### config.mk
export PLATFORM = sky130hd
export DESIGN_NAME = glyph_pixel_reader_flat
export DESIGN_NICKNAME = d
export VERILOG_FILES = /design/src/rtl/glyph_pixel_reader_pkg.sv /design/src/rtl/glyph_pixel_reader_if.sv /design/src/rtl/glyph_pixel_reader_row_shifter.sv /design/src/rtl/glyph_pixel_reader.sv /design/src/flat_wrapper.sv
export SDC_FILE = /design/constraint.sdc
export NUM_CORES = 1
export LEC_CHECK = 0
export CORE_UTILIZATION = 48
export DETAILED_ROUTE_END_ITERATION = 12
export HOLD_SLACK_MARGIN = 0.08
export PLACE_DENSITY = 0.8
export SLEW_MARGIN = 5
export SYNTH_ARGS = -nofsm -noshare
export SYNTH_HDL_FRONTEND = slang
export SYNTH_SLANG_ARGS = --single-unit
### constraint.sdc
create_clock -name clk -period 2.3 [get_ports clk]
set_input_delay 0.46 -clock clk [delete_from_list [all_inputs] [get_ports clk]]
set_output_delay 0.46 -clock clk [all_outputs]
set_load 0.05 [all_outputs]
### src/rtl/glyph_pixel_reader_pkg.sv
// Shared glyph geometry, the colour type, FSM state encoding and font ROM address packing.
package glyph_pixel_reader_pkg;

    localparam int GLYPH_W = 8;
    localparam int GLYPH_H = 16;
    localparam int ROM_AW  = 12;

    typedef logic [15:0] rgb565_t;

    typedef enum logic [1:0] {IDLE, FETCH, WAIT, SHIFT} state_e;

    function automatic logic [ROM_AW-1:0] rom_addr(input logic [7:0] code, input logic [3:0] row);
        return {code, row};
    endfunction

endpackage

### src/rtl/glyph_pixel_reader_if.sv
// Character request handshake plus the outgoing pixel stream, as seen by the glyph reader.
interface glyph_pixel_reader_if;
    import glyph_pixel_reader_pkg::*;

    logic       char_valid;
    logic       char_ready;
    logic [7:0] char_code;
    rgb565_t    fg_color;
    rgb565_t    bg_color;
    logic       pix_valid;
    logic       pix_ready;
    rgb565_t    pix_data;
    logic       pix_eol;
    logic       pix_last;

    modport master (
        output char_valid, char_code, fg_color, bg_color, pix_ready,
        input  char_ready, pix_valid, pix_data, pix_eol, pix_last
    );

    modport slave (
        input  char_valid, char_code, fg_color, bg_color, pix_ready,
        output char_ready, pix_valid, pix_data, pix_eol, pix_last
    );
endinterface

### src/rtl/glyph_pixel_reader_row_shifter.sv
// One glyph row: loads a ROM byte (optionally bit-reversed so bit 7 is leftmost), shifts
// out one pixel per accepted beat and flags the last column.
module glyph_row_shifter
    import glyph_pixel_reader_pkg::*;
#(
    parameter int MSB_LEFT = 1
) (
    input  logic       clk,
    input  logic       rst_n,
    input  logic       load_i,
    input  logic [7:0] load_dat_i,
    input  logic       shift_i,
    output logic       msb_o,
    output logic       eol_o
);
    localparam int CW = $clog2(GLYPH_W);

    logic [7:0]    shreg_q, shreg_d;
    logic [CW-1:0] col_q, col_d;

    function automatic logic [7:0] bitrev(input logic [7:0] v);
        logic [7:0] r;
        for (int i = 0; i < 8; i++) r[i] = v[7-i];
        return r;
    endfunction

    always_comb begin
        shreg_d = shreg_q;
        col_d   = col_q;
        if (load_i) begin
            shreg_d = (MSB_LEFT != 0) ? load_dat_i : bitrev(load_dat_i);
            col_d   = '0;
        end else if (shift_i) begin
            shreg_d = {shreg_q[6:0], 1'b0};
            col_d   = col_q + CW'(1);
        end
    end

    always_ff @(posedge clk or negedge rst_n) begin
        if (!rst_n) begin
            shreg_q <= '0;
            col_q   <= '0;
        end else begin
            shreg_q <= shreg_d;
            col_q   <= col_d;
        end
    end

    assign msb_o = shreg_q[7];
    assign eol_o = (col_q == CW'(GLYPH_W - 1));
endmodule

### src/rtl/glyph_pixel_reader.sv
// Fetches each glyph row from the font pROM and streams it out as RGB565 pixels, one row
// at a time; the FSM stalls in SHIFT while pix_ready is low.
module glyph_pixel_reader
    import glyph_pixel_reader_pkg::*;
#(
    parameter int GLYPH_ROWS = GLYPH_H,
    parameter int ROM_LAT    = 1,
    parameter int MSB_LEFT   = 1
) (
    input  logic              clk,
    input  logic              rst_n,
    glyph_pixel_reader_if.slave bus_if,
    output logic [ROM_AW-1:0] rom_ad_o,
    output logic              rom_ce_o,
    output logic              rom_oce_o,
    input  logic [7:0]        rom_dout_i,
    output logic              busy_o
);
    localparam int         WCW      = (ROM_LAT > 1) ? $clog2(ROM_LAT) : 1;
    localparam logic [3:0] ROW_LAST = 4'(GLYPH_ROWS - 1);

    state_e            state_q, state_d;
    logic [3:0]        row_q, row_d;
    logic [7:0]        code_q, code_d;
    rgb565_t           fg_q, fg_d, bg_q, bg_d;
    logic [ROM_AW-1:0] rom_ad_q, rom_ad_d;
    logic [WCW-1:0]    wcnt_q, wcnt_d;
    logic              load, shift, msb, eol;

    always_comb begin
        state_d  = state_q;
        row_d    = row_q;
        code_d   = code_q;
        fg_d     = fg_q;
        bg_d     = bg_q;
        rom_ad_d = rom_ad_q;
        wcnt_d   = wcnt_q;
        load     = 1'b0;
        shift    = 1'b0;
        case (state_q)
            IDLE: if (bus_if.char_valid) begin
                code_d   = bus_if.char_code;
                fg_d     = bus_if.fg_color;
                bg_d     = bus_if.bg_color;
                row_d    = 4'd0;
                rom_ad_d = rom_addr(bus_if.char_code, 4'd0);
                state_d  = FETCH;
            end
            FETCH: begin
                wcnt_d  = '0;
                state_d = WAIT;
            end
            // rom_dout is valid in the final WAIT cycle; capture it on that edge.
            WAIT: if (wcnt_q == WCW'(ROM_LAT - 1)) begin
                load    = 1'b1;
                state_d = SHIFT;
            end else begin
                wcnt_d = wcnt_q + WCW'(1);
            end
            SHIFT: if (bus_if.pix_ready) begin
                shift = 1'b1;
                if (eol) begin
                    if (row_q == ROW_LAST) begin
                        state_d = IDLE;
                    end else begin
                        row_d    = row_q + 4'd1;
                        rom_ad_d = rom_addr(code_q, row_q + 4'd1);
                        state_d  = FETCH;
                    end
                end
            end
            default: state_d = IDLE;
        endcase
    end

    always_ff @(posedge clk or negedge rst_n) begin
        if (!rst_n) begin
            state_q  <= IDLE;
            row_q    <= '0;
            code_q   <= '0;
            fg_q     <= '0;
            bg_q     <= '0;
            rom_ad_q <= '0;
            wcnt_q   <= '0;
        end else begin
            state_q  <= state_d;
            row_q    <= row_d;
            code_q   <= code_d;
            fg_q     <= fg_d;
            bg_q     <= bg_d;
            rom_ad_q <= rom_ad_d;
            wcnt_q   <= wcnt_d;
        end
    end

    glyph_row_shifter #(.MSB_LEFT(MSB_LEFT)) u_shifter (
        .clk        (clk),
        .rst_n      (rst_n),
        .load_i     (load),
        .load_dat_i (rom_dout_i),
        .shift_i    (shift),
        .msb_o      (msb),
        .eol_o      (eol)
    );

    assign rom_ad_o  = rom_ad_q;
    assign rom_ce_o  = (state_q == FETCH);
    assign rom_oce_o = 1'b1;
    assign busy_o    = (state_q != IDLE);

    assign bus_if.char_ready = (state_q == IDLE);
    assign bus_if.pix_valid  = (state_q == SHIFT);
    assign bus_if.pix_data   = (state_q == SHIFT) ? (msb ? fg_q : bg_q) : '0;
    assign bus_if.pix_eol    = (state_q == SHIFT) && eol;
    assign bus_if.pix_last   = (state_q == SHIFT) && eol && (row_q == ROW_LAST);
endmodule

### src/flat_wrapper.sv
// flat-port wrapper written by rule: the top's interface ports become plain ports
module glyph_pixel_reader_flat import glyph_pixel_reader_pkg::*;
#(
    parameter int GLYPH_ROWS = GLYPH_H,
    parameter int ROM_LAT    = 1,
    parameter int MSB_LEFT   = 1
)
  (clk, rst_n, rom_ad_o, rom_ce_o, rom_oce_o, rom_dout_i, busy_o, bus_if_char_valid, bus_if_char_code, bus_if_fg_color, bus_if_bg_color, bus_if_pix_ready, bus_if_char_ready, bus_if_pix_valid, bus_if_pix_data, bus_if_pix_eol, bus_if_pix_last);
  glyph_pixel_reader_if bus_if_i ();
  input  logic clk;
  input  logic rst_n;
  output logic [ROM_AW-1:0] rom_ad_o;
  output logic rom_ce_o;
  output logic rom_oce_o;
  input  logic [7:0] rom_dout_i;
  output logic busy_o;
  input wire logic [$bits(bus_if_i.char_valid)-1:0] bus_if_char_valid;
  input wire logic [$bits(bus_if_i.char_code)-1:0] bus_if_char_code;
  input wire logic [$bits(bus_if_i.fg_color)-1:0] bus_if_fg_color;
  input wire logic [$bits(bus_if_i.bg_color)-1:0] bus_if_bg_color;
  input wire logic [$bits(bus_if_i.pix_ready)-1:0] bus_if_pix_ready;
  output wire logic [$bits(bus_if_i.char_ready)-1:0] bus_if_char_ready;
  output wire logic [$bits(bus_if_i.pix_valid)-1:0] bus_if_pix_valid;
  output wire logic [$bits(bus_if_i.pix_data)-1:0] bus_if_pix_data;
  output wire logic [$bits(bus_if_i.pix_eol)-1:0] bus_if_pix_eol;
  output wire logic [$bits(bus_if_i.pix_last)-1:0] bus_if_pix_last;
  assign bus_if_i.char_valid = bus_if_char_valid;
  assign bus_if_i.char_code = bus_if_char_code;
  assign bus_if_i.fg_color = bus_if_fg_color;
  assign bus_if_i.bg_color = bus_if_bg_color;
  assign bus_if_i.pix_ready = bus_if_pix_ready;
  assign bus_if_char_ready = bus_if_i.char_ready;
  assign bus_if_pix_valid = bus_if_i.pix_valid;
  assign bus_if_pix_data = bus_if_i.pix_data;
  assign bus_if_pix_eol = bus_if_i.pix_eol;
  assign bus_if_pix_last = bus_if_i.pix_last;
  glyph_pixel_reader #(.GLYPH_ROWS(GLYPH_ROWS), .ROM_LAT(ROM_LAT), .MSB_LEFT(MSB_LEFT)) u_core (.clk(clk), .rst_n(rst_n), .bus_if(bus_if_i), .rom_ad_o(rom_ad_o), .rom_ce_o(rom_ce_o), .rom_oce_o(rom_oce_o), .rom_dout_i(rom_dout_i), .busy_o(busy_o));
endmodule
[After elaboration in Yosys (flattened, before gate mapping)]
Index checks and enable logic that the tools add are counted.
Cells by class
  $add $sub $neg: 3
  eq/ne operators: 10
  muxes and demuxes: 28
  reductions and logical operators: 10
Operators with widths (count)
  $mux 12: 4
  $mux 16: 2
  $pmux 12 s2: 1
  $mux 4: 4
  $mux 8: 2
  $mux 2: 4
  $ne 2x2->1 const B: 4
  $pmux 2 s4: 1
  $pmux 4 s2: 1
  $reduce_bool 2->1: 4
  $mux 1: 6
  $mux 3: 2
  $reduce_and 5->1: 1
  $add 4x1->4 const B: 1
  $eq 2x2->1 const B: 2
  $eq 4x4->1 const B: 1
  $reduce_and 4->1: 1
  $add 3x1->3 const B: 1
  $eq 3x3->1 const B: 1
  $eq 2x1->1 const B: 1
  $logic_and 1x1->1: 2
  $logic_not 2->1: 1
  $ne 2x1->1 const B: 1
  $pmux 1 s2: 1
  other kinds (2): 2
Word-level totals
  bits in registers: 70
  input port bits: 52
  output and inout port bits: 35
  logic and storage cells: 60

[Longest topological paths before layout]
Gate-level depths: netlist of the first run.
  depth in word-level cells: 5
  mapped depth: 7
  gate-level depth less buffers: 6

[Modules after synthesis]
From an unflattened synthesis of the first run, not the netlist that was laid out.
Second synthesis, totals
  cells, all modules: 242
  area total of the unflattened synthesis: 3190.6 um2
By module, submodules not included
  glyph_pixel_reader: times used 1, cells each 196, area each 2680.1 um2
  glyph_row_shifter: times used 1, cells each 46, area each 510.5 um2

[Worst setup path before layout of the first run]
OpenSTA, ideal clock, no wires.
  path type: register -> output
  start point: register u_core.state_q[1]
  end point: output bus_if_pix_last
  data arrival time: 2063 ps
  setup slack: -223 ps
  stages on the path, launching flop included: 5
  path through: dfrtp_1 ha_1 buf_2 nand2_1 nor2_1
Between the ends
  longest elaborated chain between the ends: 3
Ends and longest elaborated chain
  start, declared: RTL line glyph_pixel_reader.sv:22  | state_e state_q, state_d;
  start signal, assigned: RTL line glyph_pixel_reader.sv:86  | state_q <= state_d;
  $eq 2x2->1
  via bus_if_pix_valid: RTL line flat_wrapper.sv:23  | output wire logic [$bits(bus_if_i.pix_valid)-1:0] bus_if_pix_valid;
  $logic_and 1x1->1 (2 in series): RTL line glyph_pixel_reader.sv:115  | assign bus_if.pix_last = (state_q == SHIFT) && eol && (row_q == ROW_LAST);
  end, declared: RTL line flat_wrapper.sv:26  | output wire logic [$bits(bus_if_i.pix_last)-1:0] bus_if_pix_last;
The timed path passes the listed nets, and every way through them passes these cells.

[Worst setup path after layout of the first run]
  start point: register u_core.state_q[1]
  end point: output bus_if_pix_data[3]
Between the ends
  longest elaborated chain between the ends: 2
Ends and longest elaborated chain
  $eq 2x2->1: RTL line glyph_pixel_reader.sv:113  | assign bus_if.pix_data = (state_q == SHIFT) ? (msb ? fg_q : bg_q) : '0;
  $mux 16: RTL line glyph_pixel_reader.sv:113
  end, declared: RTL line flat_wrapper.sv:24  | output wire logic [$bits(bus_if_i.pix_data)-1:0] bus_if_pix_data;
No other way between the ends.

==> qor.csv, run 1 <==
metric,value,unit
syn-num-nets,315,
relSlewSlack,63.1,%
clock.fmax,460,MHz
cts_root_buf,clkbuf_8,
worst-path-buf-inv,2,
switchingPower,2640,uW
syn2layout_area_growth,45.4,%
fin_ws,124,ps
grtUsageTotal,22.0,%
firstDrtPassIters,4,
path_common_cell,buf_12,
die_w,81.7,um
cts_tree,done,
drt_iter0_drc,88,
finalWirelength,6520,um
yosys-top-cells-area,"dfrtp_1, mux2_2, mux2i_1",
seq_area_frac_synth,53.4,%
synth_top_area_share,53.4,%
vdd_ir_drop_max,0.000988,V
cts_buffers,9,
num_rows,28,
power_density,1490,nW/um^2
timing_worst_slew_pin_value,552,ps
pre_cts_slack,361,ps
reg2regPathDepth,6,
rr_endpoint,u_core.rom_ad_o[3]$_DFFE_PN0P_,
cp.arrival,1720,ps
nNetsFinal,405,
clk_latency,340,ps
htreeDepth,3,
grt_max_degree,31,
critPathRequiredTime,1840,ps
ant_nets,0,
endpoint,bus_if_pix_data[3],
path_cells,ha_1 > buf_12 > nor2b_1 > buf_12,
rsz0062_at_grt,false,
cts_setup_buffers,0,
p_clk_share,16.6,%
crit_family,flip-flops,
cp_max_fo,22,
critPathKind,register to output port,
internal_power,3970,uW
min_from,u_core.rom_ad_o[9]$_DFFE_PN0P_,
yosys_warnings,0,
clk_pin_slew,70,ps
start_util,50.6,%
place_congestion,0.729,
cts_sinks,65,
rrSetupSlack,370,ps
p_seq_share,30.3,%
crit_path_end_kind,output port,
synth-seq-cells,65,
syn_area,3050,um^2
synth_area_per_cell,12.0,um^2
wl_per_cell,15.4,um
critPathSlowestCell,dfrtp_1,
place_hpwl,4540,um
synth_cell_types,24,
first_global_vias,2207,
grt_pass1_wl,10500,um
drc_errors,0,
port_buffers,85,
worst_setup_path_start_kind,register,
grt.overflow.total,0,
core_area,6030,um^2
r2r_start,u_core.state_q[0]$_DFFE_PN0P_,
swShare,39.9,%
io_pins,87,
setup_viol,0,
synth_top_cell_by_area,dfrtp_1,
fin_crit,2180,ps
cts.path.max_buffers,2,
multi_input_area,1350,um^2
drive_gt1_share,25.8,%
die_area,6670,um^2
p_leak,0.00197,uW
cp.depth,4,
fillers,425,
vias,2166,
status,finished clean,
regArea,1630,um^2
synth_cells,254,
hold_viol,0,
die_height,81.7,um
via_per_inst,5.11,
cap_violations,0,
period_share,94.6,%
startpoint,u_core.state_q[1]$_DFFE_PN0P_,
hold_class,register to register,
antenna_found_initial,0,
slowest_delay,470,ps
num_antenna_cells,0,
combPwrFrac,53.1,%
skew,6.96,ps
setup_tns,0,ps
final_max_slew_viol_count,0,
## registers in the layout, indices dropped and copies added, names as in the netlist
signal	flops
u_core.u_shifter.col_q	3
u_core.u_shifter.shreg_q	8
u_core.row_q	3
u_core.state_q	2
u_core.bg_q	16
u_core.fg_q	16
u_core.code_q	8
u_core.rom_ad_o	9
## stage by stage
stage / utilization (%) / hold slack, ps / cell area (um^2) / total power (uW) / instances
after floorplan: - / 164 / 3050 / 4240 / 254
after global placement: 69.4 / 380 / 4180 / 5400 / 407
after detailed placement: 69.4 / 382 / 4180 / 5530 / 407
after CTS: 73.3 / 495 / 4420 / 6650 / 424
after global routing: 73.5 / 516 / 4430 / 7000 / 424
final: 73.5 / 487 / 4430 / 6610 / 424
## how the worst min path moves through the flow
stage	slack, ps	depth (start not counted)	to
final	490	2	u_core.rom_ad_o[9]$_DFFE_PN0P_
after floorplan	160	0	u_core.bg_q[0]$_DFFE_PN0P_
after global placement	380	1	u_core.rom_ad_o[11]$_DFFE_PN0P_
after CTS	490	2	u_core.rom_ad_o[10]$_DFFE_PN0P_
after global routing	520	2	u_core.rom_ad_o[8]$_DFFE_PN0P_
after detailed placement	380	1	u_core.rom_ad_o[9]$_DFFE_PN0P_
## area by class of cell
type | instances | area share [%]
clock buffers | 11 | 3.42
multi-input cells | 169 | 30.5
repair buffers | 94 | 25.1
clock inverters | 5 | 1.75
inverters | 5 | 0.424
flip-flops and latches | 65 | 36.7
well taps | 75 | 2.12
## cells in the final DEF (no fill, tap or decap), drive strengths merged, types with 9 or more instances in the layout
master | synthesis | layout
nand2 | 25 | 25
o21ai | 22 | 22
mux2i | 31 | 31
clkbuf | 6 | 11
dfrtp | 65 | 65
clkdlybuf4s50 | 0 | 62
ha | 9 | 9
mux2 | 41 | 41
nor2b | 16 | 16
buf | 9 | 30
## worst register-to-register path: cells and delay by family (launching register included)
kind,cells,cell delay (ps)
adders and majority gates,1,340
DFF,1,470
buffers and inverters,1,140
and+or+nand+nor,2,470
AOI/OAI and AO/OA,2,430
## timing repair
action | in CTS | in global routing
endpoints found under the setup margin | 1 | 1
resized for setup | 1 | 1
endpoints found under the hold margin | 13 | 0
hold buffers | 1 | 0
## routing by layer
metal / track usage (%) / wire length, um / part of all wire [%]
met1: 26.1 / 2750 / 42
met2: 37.0 / 3410 / 52
met3: 5.67 / 237 / 3.6
met4: 10.7 / 126 / 1.9
met5: 0 / 0 / 0
## Yosys cell counts
cell type and number:
a211oi_1 1, nand3_1 5, clkbuf_1 6, or3_1 1, nand4_1 1, o21ai_0 22, mux2_2 41, a41oi_1 1
buf_2 8, a21oi_1 2, xor2_1 1, nand2b_1 5, inv_1 5, nor2_1 4, nand2_1 25, dfrtp_1 65
ha_1 9, conb_1 1, mux2i_1 31, o31ai_1 1, and2_1 1, or2_1 1, buf_4 1, nor2b_1 16
## cell families after synthesis
| kind of cell | count (synthesis) | share of synthesized area (%) |
|---|---|---|
| simple gates | 59 | 9.53 |
| buf+inv | 20 | 2.92 |
| fa+ha+maj | 9 | 3.70 |
| xor+xnor | 1 | 0.288 |
| flops | 65 | 53.4 |
| other cells | 1 | 0.123 |
| mux | 72 | 25.3 |
| compound gates | 27 | 4.72 |
## power by group through the flow
stage          clock, uW  combinational [uW]  sequential [uW]
2_1_floorplan          0                2030             2210
3_3_place_gp           0                3420             1970
3_5_place_dp           0                3520             2020
4_1_cts             1120                3530             2000
5_1_grt             1170                3760             2070
6_report            1100                3510             2010
(Power assumes the default switching activity.)
==> inputs of run 2 (changes only) <==
CORE_UTILIZATION = 63   (was 48)
DONT_BUFFER_PORTS = 1   (was unset)
PLACE_DENSITY = 0.79   (was 0.8)
==> qor.csv, run 2 (synthesis results as in run 1) <==
metric,value,unit
cap_violations,0,
crit_path_end_kind,output port,
final_max_slew_viol_count,0,
num_rows,24,
layout_commonest_cell,dfrtp_1,
via_per_inst,5.85,
drc_errors,0,
setup_tns,0,ps
period_share,93.5,%
worst-path-buf-inv,2,
ant_nets,0,
holdPathEnd,u_core.u_shifter.shreg_q[4]$_DFFE_PN0P_,
cts_buffers,9,
status,finished clean,
regArea,1630,um^2
skew,5.89,ps
drt_iter0_drc,91,
nNetsFinal,342,
rr_endpoint,u_core.rom_ad_o[3]$_DFFE_PN0P_,
place_congestion,0.802,
multi_input_area,1340,um^2
cts_root_buf,clkbuf_8,
place_hpwl,4140,um
rsz0062_at_grt,false,
fillers,279,
drive_gt1_share,30.5,%
fin_crit,2150,ps
clk_pin_slew,70,ps
antenna_found_initial,0,
hold_ws,245,ps
cp.depth,4,
path_cells,ha_1 > buf_4 > nor2b_1 > buf_4,
critPathSlowestCell,dfrtp_1,
relSlewSlack,64.2,%
first_global_vias,1999,
r2r_start,u_core.state_q[1]$_DFFE_PN0P_,
cts_resized,0,
critPathKind,register to output port,
cts_tree,done,
clock.fmax,465,MHz
grt_max_degree,66,
cts.path.max_buffers,2,
die_area,5120,um^2
cts_sinks,65,
layout_common_cells,"dfrtp_1, mux2_2, mux2i_1, buf_4, nand2_1",
timing_worst_slew_pin_value,538,ps
finalWirelength,6000,um
syn2layout_area_growth,14.5,%
die_w,71.5,um
slowest_delay,440,ps
cts_setup_buffers,0,
worst_setup_path_start_kind,register,
critPathRequiredTime,1840,ps
placed_area,3280,um^2
path_common_cell,buf_4,
setup_viol,0,
start_util,67.6,%
vdd_ir_drop_max,0.000965,V
hold_class,primary input to register,
cp_max_fo,19,
cp.arrival,1690,ps
htreeDepth,3,
grt.overflow.total,0,
wl_per_cell,17.8,um
hold_viol,0,
p_leak,0.00165,uW
io_pins,87,
grtUsageTotal,25.5,%
crit_family,buffers and inverters,
holdPathStages,2,
fin_ws,149,ps
vias,1971,
min_from,rom_dout_i[4],
power_density,1660,nW/um^2
reg2regPathDepth,6,
num_antenna_cells,0,
firstDrtPassIters,6,
clk_latency,330,ps
pre_cts_slack,473,ps
rrSetupSlack,470,ps
die_height,71.5,um
fin_area,3490,um^2
core_area,4500,um^2
port_buffers,0,
grt_pass1_wl,9720,um
[run 2: changes by cell type in the layout (fill, tap and decap cells not counted)]
cell | before | now
ha_4 | 1 | 0
clkbuf_1 | 0 | 2
clkdlybuf4s50_1 | 62 | 0
buf_16 | 0 | 1
dlygate4sd2_1 | 1 | 0
buf_4 | 9 | 28
buf_2 | 1 | 0
clkinv_4 | 0 | 1
clkinv_2 | 2 | 1
clkinvlp_4 | 1 | 0
bufinv_16 | 2 | 0
ha_2 | 0 | 1
buf_12 | 20 | 1
[run 2: routing by layer]
layer  wire, um  GRT usage (%)  part of all wire [%]  up-vias
met5          0              0                     0        -
met4        128           12.4                   2.1        0
met3        356           6.89                   5.9       11
met2       2920           40.4                    49       60
met1       2600           32.9                    43      974
li1           -              -                     -      926
[run 2: how the worst max path moves through the flow]
stage,from,slack (ps),endpoint
final,u_core.state_q[1]$_DFFE_PN0P_,150,bus_if_pix_data[0]
after global placement,u_core.state_q[1]$_DFFE_PN0P_,530,bus_if_pix_data[3]
after floorplan,u_core.state_q[1]$_DFFE_PN0P_,40,bus_if_pix_data[0]
after global routing,u_core.state_q[1]$_DFFE_PN0P_,10,bus_if_pix_data[3]
after CTS,u_core.state_q[1]$_DFFE_PN0P_,130,bus_if_pix_data[11]
after detailed placement,u_core.state_q[0]$_DFFE_PN0P_,470,u_core.rom_ad_o[3]$_DFFE_PN0P_
[run 2: area by class of cell]
| type | count | area share [%] |
|---|---|---|
| Sequential cell | 65 | 46.6 |
| Clock buffer | 13 | 4.55 |
| Tap cell | 52 | 1.86 |
| Timing Repair Buffer | 31 | 7.67 |
| Clock inverter | 2 | 0.394 |
| Multi-Input combinational cell | 169 | 38.4 |
| Inverter | 5 | 0.538 |
[run 2: per-stage QoR]
step	std cells	utilization (%)	total power (uW)
after floorplan	254	-	4240
after global placement	320	72.8	4790
after CTS	337	77.5	5810
final	337	77.5	5780
after detailed placement	320	72.8	4910
after global routing	337	77.5	6120
[run 2: worst reg2reg max path, stage by stage, from the launching register on]
cell and delay (ps):
dfrtp_1 440, inv_1 110, ha_1 300, a41oi_1 160
nand4_1 210, or2_1 280, o31ai_1 240
[run 2: where the power goes]
part / leakage (uW) / switching [uW] / total [uW] / internal (uW)
clock network: 0.0000895 / 419 / 864 / 445
registers: 0.000791 / 545 / 2240 / 1700
logic: 0.000765 / 1560 / 2670 / 1120
total: 0.00165 / 2520 / 5780 / 3260
[run 2: what timing repair did]
action	CTS	global route
hold endpoints to repair	65	0
endpoints found under the setup margin	0	0
hold buffers	2	0
